===== config.mk =====
export PLATFORM = sky130hd
export DESIGN_NAME = udp_rx
export DESIGN_NICKNAME = d
export VERILOG_FILES = /design/src/rtl/eth_pkg.sv /design/src/rtl/udp_checksum_acc.sv /design/src/rtl/udp_rx.sv
export SDC_FILE = /design/constraint.sdc
export NUM_CORES = 1
export LEC_CHECK = 0
export ABC_AREA = 1
export ABC_CLOCK_PERIOD_IN_PS = 1600
export BUFFER_PORTS_ARGS = -buffer_cell sky130_fd_sc_hd__buf_2
export CAP_MARGIN = 25
export CORE_UTILIZATION = 47
export CTS_CLUSTER_SIZE = 16
export DETAILED_ROUTE_END_ITERATION = 10
export GPL_TIMING_DRIVEN = 0
export PLACE_DENSITY = 0.78
export SYNTH_ARGS = -nofsm -noshare
export SYNTH_HDL_FRONTEND = slang
export SYNTH_SLANG_ARGS = --single-unit

===== constraint.sdc =====
create_clock -name clk -period 1.6 [get_ports clk]
set_input_delay 0.24 -clock clk [delete_from_list [all_inputs] [get_ports clk]]
set_output_delay 0.24 -clock clk [all_outputs]
set_load 0.05 [all_outputs]

===== src/rtl/eth_pkg.sv =====
`default_nettype none
// +--------------------------------------------------------------------------+
// | Module   : eth_pkg                                                       |
// | Purpose  : Shared definitions for the UDP receive path: one-hot FSM      |
// |            state encoding, UDP header length, IP protocol number and a   |
// |            ones-complement fold helper.                                  |
// | Ports    : none (package)                                                |
// | Revision : 1.0 - initial release                                         |
// +--------------------------------------------------------------------------+
package eth_pkg;

  typedef enum logic [3:0] {
    IDLE       = 4'b0001,
    REC_HEADER = 4'b0010,
    REC_DATA   = 4'b0100,
    REC_END    = 4'b1000
  } udp_rx_state_t;

  localparam logic [15:0] UDP_HDR_LEN  = 16'd8;
  localparam logic [7:0]  IP_PROTO_UDP = 8'h11;

  // Two end-around-carry folds of a 32-bit ones-complement sum.
  // After the first fold the value is at most 17'h1FFFE, so the second
  // fold can never carry out again.
  function automatic logic [15:0] ones_fold(input logic [31:0] sum);
    logic [16:0] s1;
    logic [15:0] s2;
    s1 = {1'b0, sum[15:0]} + {1'b0, sum[31:16]};
    s2 = s1[15:0] + {15'd0, s1[16]};
    return s2;
  endfunction

endpackage : eth_pkg
`default_nettype wire


===== src/rtl/udp_checksum_acc.sv =====
`default_nettype none
// +--------------------------------------------------------------------------+
// | Module   : udp_checksum_acc                                              |
// | Purpose  : 32-bit ones-complement accumulator for the UDP checksum.      |
// |            result is the twice-folded sum INCLUDING the word presented   |
// |            this cycle, so a verdict can be taken on the final word.      |
// | Ports    : clk, rst_n        - clock, synchronous active-low reset       |
// |            clear            - zero the accumulator at the next edge      |
// |            add_en, add_word - add a (up to 17-bit) word this cycle       |
// |            result[15:0]     - folded sum of accumulator + current word   |
// | Revision : 1.0 - initial release                                         |
// +--------------------------------------------------------------------------+
module udp_checksum_acc
  import eth_pkg::*;
(
  input  logic        clk,
  input  logic        rst_n,
  input  logic        clear,
  input  logic        add_en,
  input  logic [16:0] add_word,
  output logic [15:0] result
);

  logic [31:0] acc;
  logic [31:0] acc_next;

  assign acc_next = acc + (add_en ? {15'd0, add_word} : 32'd0);
  assign result   = ones_fold(acc_next);

  always_ff @(posedge clk) begin
    if (!rst_n || clear) begin
      acc <= 32'd0;
    end else begin
      acc <= acc_next;
    end
  end

endmodule : udp_checksum_acc
`default_nettype wire


===== src/rtl/udp_rx.sv =====
`default_nettype none
// +--------------------------------------------------------------------------+
// | Module   : udp_rx                                                        |
// | Purpose  : UDP receive stage. Parses the 8-byte UDP header from the IP   |
// |            payload stream, validates length and destination port, and   |
// |            forwards payload bytes with a one-cycle registered latency.   |
// | Config   : define UDP_RX_CHECKSUM_EN to add pseudo-header checksum       |
// |            verification; otherwise udp_checksum_error is tied to 0.      |
// | Ports    : clk, rst_n                 - clock, sync active-low reset     |
// |            local_udp_port            - port accepted by this node        |
// |            udp_rx_data, udp_rx_req   - byte stream and frame-start pulse |
// |            upper_layer_data_length   - IP payload length                 |
// |            ip_addr_check_error       - abort from the IP stage           |
// |            ip_rec_source_addr/_destination_addr - pseudo-header addrs    |
// |            udp_rec_rdata/_data_valid - payload byte out                  |
// |            udp_rec_data_length       - payload length (UDP length - 8)   |
// |            udp_rec_source/dest_port  - header ports                      |
// |            udp_rx_end                - pulse after last payload byte     |
// |            udp_port/length/checksum_error - one-cycle error pulses       |
// | Revision : 1.0 - initial release                                         |
// +--------------------------------------------------------------------------+
module udp_rx
  import eth_pkg::*;
(
  input  logic        clk,
  input  logic        rst_n,
  input  logic [15:0] local_udp_port,
  input  logic [7:0]  udp_rx_data,
  input  logic        udp_rx_req,
  input  logic [15:0] upper_layer_data_length,
  input  logic        ip_addr_check_error,
  input  logic [31:0] ip_rec_source_addr,
  input  logic [31:0] ip_rec_destination_addr,
  output logic [7:0]  udp_rec_rdata,
  output logic        udp_rec_data_valid,
  output logic [15:0] udp_rec_data_length,
  output logic [15:0] udp_rec_source_port,
  output logic [15:0] udp_rec_dest_port,
  output logic        udp_rx_end,
  output logic        udp_port_error,
  output logic        udp_length_error,
  output logic        udp_checksum_error
);

  udp_rx_state_t state;
  logic [15:0]   cnt;
  logic [15:0]   cnt_inc;
  logic [15:0]   udp_len;
  logic          abort;
  logic          len_bad;
  logic          port_bad;
  logic          data_done;

  assign cnt_inc   = (cnt == 16'hFFFF) ? cnt : cnt + 16'd1;
  assign abort     = ip_addr_check_error && (state != IDLE);
  assign len_bad   = (udp_len < UDP_HDR_LEN) || (udp_len > upper_layer_data_length);
  assign port_bad  = (udp_rec_dest_port != local_udp_port);
  // Counter value equals the stream offset of the byte on udp_rx_data, so
  // reaching udp_len means every payload byte has been forwarded. The
  // saturation term makes a maximal-length frame terminate cleanly.
  assign data_done = (cnt >= udp_len) || (cnt == 16'hFFFF);

  always_ff @(posedge clk) begin
    if (!rst_n) begin
      state               <= IDLE;
      cnt                 <= 16'd0;
      udp_len             <= 16'd0;
      udp_rec_rdata       <= 8'd0;
      udp_rec_data_valid  <= 1'b0;
      udp_rec_data_length <= 16'd0;
      udp_rec_source_port <= 16'd0;
      udp_rec_dest_port   <= 16'd0;
      udp_rx_end          <= 1'b0;
      udp_port_error      <= 1'b0;
      udp_length_error    <= 1'b0;
    end else begin
      udp_rec_data_valid <= 1'b0;
      udp_rx_end         <= 1'b0;
      udp_port_error     <= 1'b0;
      udp_length_error   <= 1'b0;
      if (abort) begin
        state <= IDLE;
        cnt   <= 16'd0;
      end else begin
        case (state)
          IDLE: begin
            cnt <= 16'd0;
            if (udp_rx_req) begin
              state <= REC_HEADER;
            end
          end
          REC_HEADER: begin
            cnt <= cnt_inc;
            case (cnt)
              16'd0: udp_rec_source_port[15:8] <= udp_rx_data;
              16'd1: udp_rec_source_port[7:0]  <= udp_rx_data;
              16'd2: udp_rec_dest_port[15:8]   <= udp_rx_data;
              16'd3: udp_rec_dest_port[7:0]    <= udp_rx_data;
              16'd4: udp_len[15:8]             <= udp_rx_data;
              16'd5: udp_len[7:0]              <= udp_rx_data;
              16'd7: begin
                if (len_bad) begin
                  udp_length_error <= 1'b1;
                  state            <= REC_END;
                end else if (port_bad) begin
                  udp_port_error <= 1'b1;
                  state          <= REC_END;
                end else begin
                  udp_rec_data_length <= udp_len - UDP_HDR_LEN;
                  state               <= REC_DATA;
                end
              end
              default: ;
            endcase
          end
          REC_DATA: begin
            cnt <= cnt_inc;
            if (data_done) begin
              udp_rx_end <= 1'b1;
              state      <= REC_END;
            end else begin
              udp_rec_rdata      <= udp_rx_data;
              udp_rec_data_valid <= 1'b1;
            end
          end
          REC_END: begin
            cnt   <= cnt_inc;
            state <= IDLE;
          end
          default: begin
            state <= IDLE;
            cnt   <= 16'd0;
          end
        endcase
      end
    end
  end

`ifdef UDP_RX_CHECKSUM_EN
  logic [15:0] csum_rx;
  logic [7:0]  hi_byte;
  logic        acc_add;
  logic [16:0] acc_word;
  logic [15:0] acc_result;
  logic        csum_err;

  // Header bytes pair up on odd counts; the even-count slots are free and
  // carry the pseudo-header. Address halves are pre-added into a 17-bit
  // word so the whole pseudo-header fits in those four slots. udp_len is
  // complete from count 6 onward, so it is reused as the pseudo length.
  always_comb begin
    acc_add  = 1'b0;
    acc_word = 17'd0;
    if (state == REC_HEADER) begin
      acc_add = 1'b1;
      case (cnt)
        16'd0:   acc_word = {1'b0, ip_rec_source_addr[31:16]}
                          + {1'b0, ip_rec_source_addr[15:0]};
        16'd2:   acc_word = {1'b0, ip_rec_destination_addr[31:16]}
                          + {1'b0, ip_rec_destination_addr[15:0]};
        16'd4:   acc_word = {9'd0, IP_PROTO_UDP};
        16'd6:   acc_word = {1'b0, udp_len};
        default: acc_word = {1'b0, hi_byte, udp_rx_data};
      endcase
    end else if (state == REC_DATA) begin
      if (!data_done) begin
        acc_add  = cnt[0];
        acc_word = {1'b0, hi_byte, udp_rx_data};
      end else begin
        // Odd payload: the last byte is still parked in hi_byte.
        acc_add  = udp_len[0];
        acc_word = {1'b0, hi_byte, 8'h00};
      end
    end
  end

  always_ff @(posedge clk) begin
    if (!rst_n) begin
      csum_rx  <= 16'd0;
      hi_byte  <= 8'd0;
      csum_err <= 1'b0;
    end else begin
      csum_err <= 1'b0;
      if ((state != IDLE) && !cnt[0]) begin
        hi_byte <= udp_rx_data;
      end
      if ((state == REC_HEADER) && (cnt == 16'd6)) begin
        csum_rx[15:8] <= udp_rx_data;
      end
      if ((state == REC_HEADER) && (cnt == 16'd7)) begin
        csum_rx[7:0] <= udp_rx_data;
      end
      // A zero checksum field means the sender did not compute one.
      if ((state == REC_DATA) && !abort && data_done) begin
        csum_err <= (csum_rx != 16'd0) && (acc_result != 16'hFFFF);
      end
    end
  end

  udp_checksum_acc u_checksum_acc (
    .clk      (clk),
    .rst_n    (rst_n),
    .clear    (state == IDLE),
    .add_en   (acc_add),
    .add_word (acc_word),
    .result   (acc_result)
  );

  assign udp_checksum_error = csum_err;
`else
  logic unused_pseudo_addr;
  assign unused_pseudo_addr = ^{ip_rec_source_addr, ip_rec_destination_addr};
  assign udp_checksum_error = 1'b0;
`endif

endmodule : udp_rx
`default_nettype wire


==> impl_metrics.py <==
metrics = {
    "run_status": {
        "outcome": "complete, but fails checks",
        "violations": "negative setup slack",
    },
    "timing": {
        "maxSlewHeadroom_pct": 45.7,
        "period_minus_slack_ns": 1.98,
        "max_slew.worst_pin.slew_ns": 0.814,
        "fin_ws_ns": -0.376,
        "slew_violations": 0,
        "finalCritPeriodShare_pct": 124,
        "hold_viol_final": 0,
        "fmax_mhz": 506,
        "rsz0062_at_grt": "yes",
        "worst_clock_skew_ns": 0.0193,
        "setup_violations": 81,
    },
    "routing": {
        "wl_per_cell_um": 16.6,
        "vias": 5824,
        "first_iter_violations": 602,
        "wirelength_mm": 17.8,
        "drc_errors": 0,
        "drt_first_pass_iters": 5,
        "ant_nets": 0,
        "vias_per_cell": 5.41,
    },
    "global_routing": {
        "grtUsageMet1_pct": 33.0,
        "antenna_found_initial": 0,
        "gr-usage-met2_pct": 44.4,
        "grt.busiest_layer": "met2",
        "overflow": 0,
        "use_met3_pct": 4.46,
        "grt_pass1_wl_mm": 24.3,
        "grt.total_usage_pct": 26.7,
        "grt_max_degree": 19,
        "grt_pass1_vias": 5130,
    },
    "yosys": {
        "yosys_register_bits": 96,
        "synth_adder_area_share_pct": 8.74,
        "ys.warnings.count": 0,
        "synth_top_family_by_area": "simple AND/OR/NAND/NOR gates",
        "synthCells": 749,
        "synthesis.area_mm2": 0.00530,
        "synth-simple-area-share_pct": 26.3,
        "synth_compound_area_share_pct": 12.6,
        "synth_xor_area_share_pct": 4.30,
        "synthMuxAreaShare_pct": 0,
        "ys_seq_area_share_pct": 36.3,
        "syn_area_per_cell_um2": 7.07,
        "synth.distinct_cells": 35,
        "synth_nets": 894,
    },
    "cts": {
        "cts_buffers": 9,
        "cts_tree": "yes",
        "insertion_delay_ns": 0.38,
        "htreeDepth": 3,
        "cts_root_buffer": "clkbuf_8",
        "clk_transition_reported_paths_ns": 0.10,
        "clock_sinks": 96,
        "clockBufferDepth": 2,
    },
    "finish": {
        "most-common-layout-cells": "104 x buf_2, 97 x inv_1, 90 x nand2_1",
        "syn2layout_area_growth_pct": 50.3,
        "mostFrequentLayoutCell": "buf_2",
        "finalNetCount": 1077,
        "final_area_mm2": 0.00796,
        "drive_above_1_share_pct": 50.9,
        "diodes": 0,
    },
    "die": {
        "core_area_mm2": 0.0109,
        "dieArea_mm2": 0.0117,
        "start_util_pct": 48.6,
        "ioPinCount": 169,
        "die_h_um": 108,
        "rows": 38,
        "die_x_um": 108,
    },
    "power_and_ir_drop": {
        "power_density_mw_per_mm2": 651,
        "peakVddDrop_mv": 0.747,
        "swShare_pct": 31.6,
        "p_int_mw": 3.54,
        "clkPwrFrac_pct": 33.1,
        "pwr-share-seq_pct": 47.2,
        "share_comb_of_total_power_pct": 19.7,
        "p_leak_nw": 3.66,
        "switchingPower_mw": 1.64,
    },
    "setup_path": {
        "crit_arrival_ns": 2.25,
        "r2r-start": "udp_len[11]",
        "crit_fanout": 8,
        "startpoint": "udp_len[11]",
        "worstSetupEndpoint": "udp_rec_rdata[5]",
        "cp-end-kind": "register",
        "rr_endpoint": "udp_rec_rdata[5]",
        "path_class": "reg -> reg",
        "worstPathRequired_ns": 1.87,
        "reg2regPathDepth": 12,
        "setup.worst_path.start_class": "register",
        "r2r_slack_ns": -0.38,
    },
    "run": {
        "drv.max_cap_violation_count": 0,
    },
    "hold_path": {
        "hold_path_class": "in -> reg",
    },
    "place": {
        "gp_congestion": 0.888,
        "dp_hpwl_mm": 10.2,
        "numPortBuffers": 103,
        "post_dp_cell_area_mm2": 0.00630,
        "dp_slack_ns": -0.502,
    },
}
metrics by stage:
| step | util (%) | setup TNS [ns] | power (mW) | hold WS, ns | cells |
|---|---|---|---|---|---|
| finish | 73.1 | -12.33 | 5.18 | 0.0431 | 1077 |
| detailed placement | 57.8 | -16.42 | 3.15 | 0.459 | 992 |
| CTS | 66.1 | -8.99 | 4.92 | 0.0588 | 1052 |
| floorplan | - | -0.106 | 2.95 | 0.352 | 749 |
| global route | 73.1 | -18.99 | 5.36 | 0.0554 | 1077 |
| global placement | 57.8 | -14.65 | 3.13 | 0.451 | 992 |
logic make-up after synthesis:
group / count (synthesis)
AO/OA/AOI/OAI: 126
buffers and inverters: 152
other: 1
adder cells (fa/ha/maj): 37
AND/OR/NAND/NOR: 311
XOR/XNOR: 26
flip-flops: 96
per-layer routing:
layer,up-vias,part of all wire (%)
met5,-,0
met4,0,4.0
met3,62,6.8
met2,300,50
met1,2704,39
li1,2758,-
layout make-up:
cell class                      instances  area (um2)
Buffer                                 18         146
Clock buffer                            9         124
Clock inverter                          7        83.8
Fill cell                             738        2930
Inverter                              133         529
Multi-Input combinational cell        502        3700
Sequential cell                        96        2080
Tap cell                              140         175
Timing Repair Buffer                  172        1130
worst max-delay path, stage by stage (launching register included):
cell and delay [ns]:
dfxtp_4 0.37, buf_6 0.13, inv_4 0.06, ha_4 0.21, a21oi_2 0.13, o21ai_1 0.08, nand2_1 0.09, nand2_2 0.08
nor2_4 0.12, nand4_4 0.22, buf_6 0.21, nor2_1 0.11, nor2_1 0.06
cell usage after synthesis (all sizes together):
cell type	number	area [um2]
nand2	133	512
inv	132	495
nor2	122	490
dfxtp	96	1920
o21ai	56	280
a21oi	55	275
ha	37	463
nand3	21	110
nand4	16	130
nor3	15	125
xor2	14	123
buf	12	95.1
xnor2	12	105
a211oi	10	75.1
clkbuf	7	26.3
nor4	2	12.5
o31ai	2	15.0
or2	2	12.5
a21o	1	7.51
a31oi	1	6.26
clkinv	1	3.75
conb	1	3.75
o21a	1	7.51
worst min path at each step:
stage,cells after the start,end,start
after global routing,2,state[0],udp_rx_req
after detailed placement,2,state[0],udp_rx_req
after global placement,2,state[0],udp_rx_req
after floorplan,1,state[0],udp_rx_req
final,2,state[0],udp_rx_req
after CTS,2,state[0],udp_rx_req
registers in the layout, summed over array words and instances (netlist names), 4 cells and up:
signal               count
cnt                     16
udp_rec_rdata            8
udp_rec_data_length     16
udp_len                 16
state                    4
udp_rec_dest_port       16
udp_rec_source_port     16
power groups by stage:
stage / sequential (mW) / clock, mW / combinational [mW]
after floorplan: 2.56 / 0 / 0.390
after global placement: 2.50 / 0 / 0.628
after detailed placement: 2.51 / 0 / 0.639
after CTS: 2.45 / 1.69 / 0.773
after global routing: 2.45 / 1.82 / 1.09
final: 2.45 / 1.71 / 1.02
what timing repair did:
action,in CTS,in global routing
pin swaps,46,52
hold buffers,0,0
gates cloned,8,1
gates resized for setup,137,191
setup buffers,37,26
setup endpoints to repair,88,94
No activity file was read; power rests on OpenSTA's default activity.
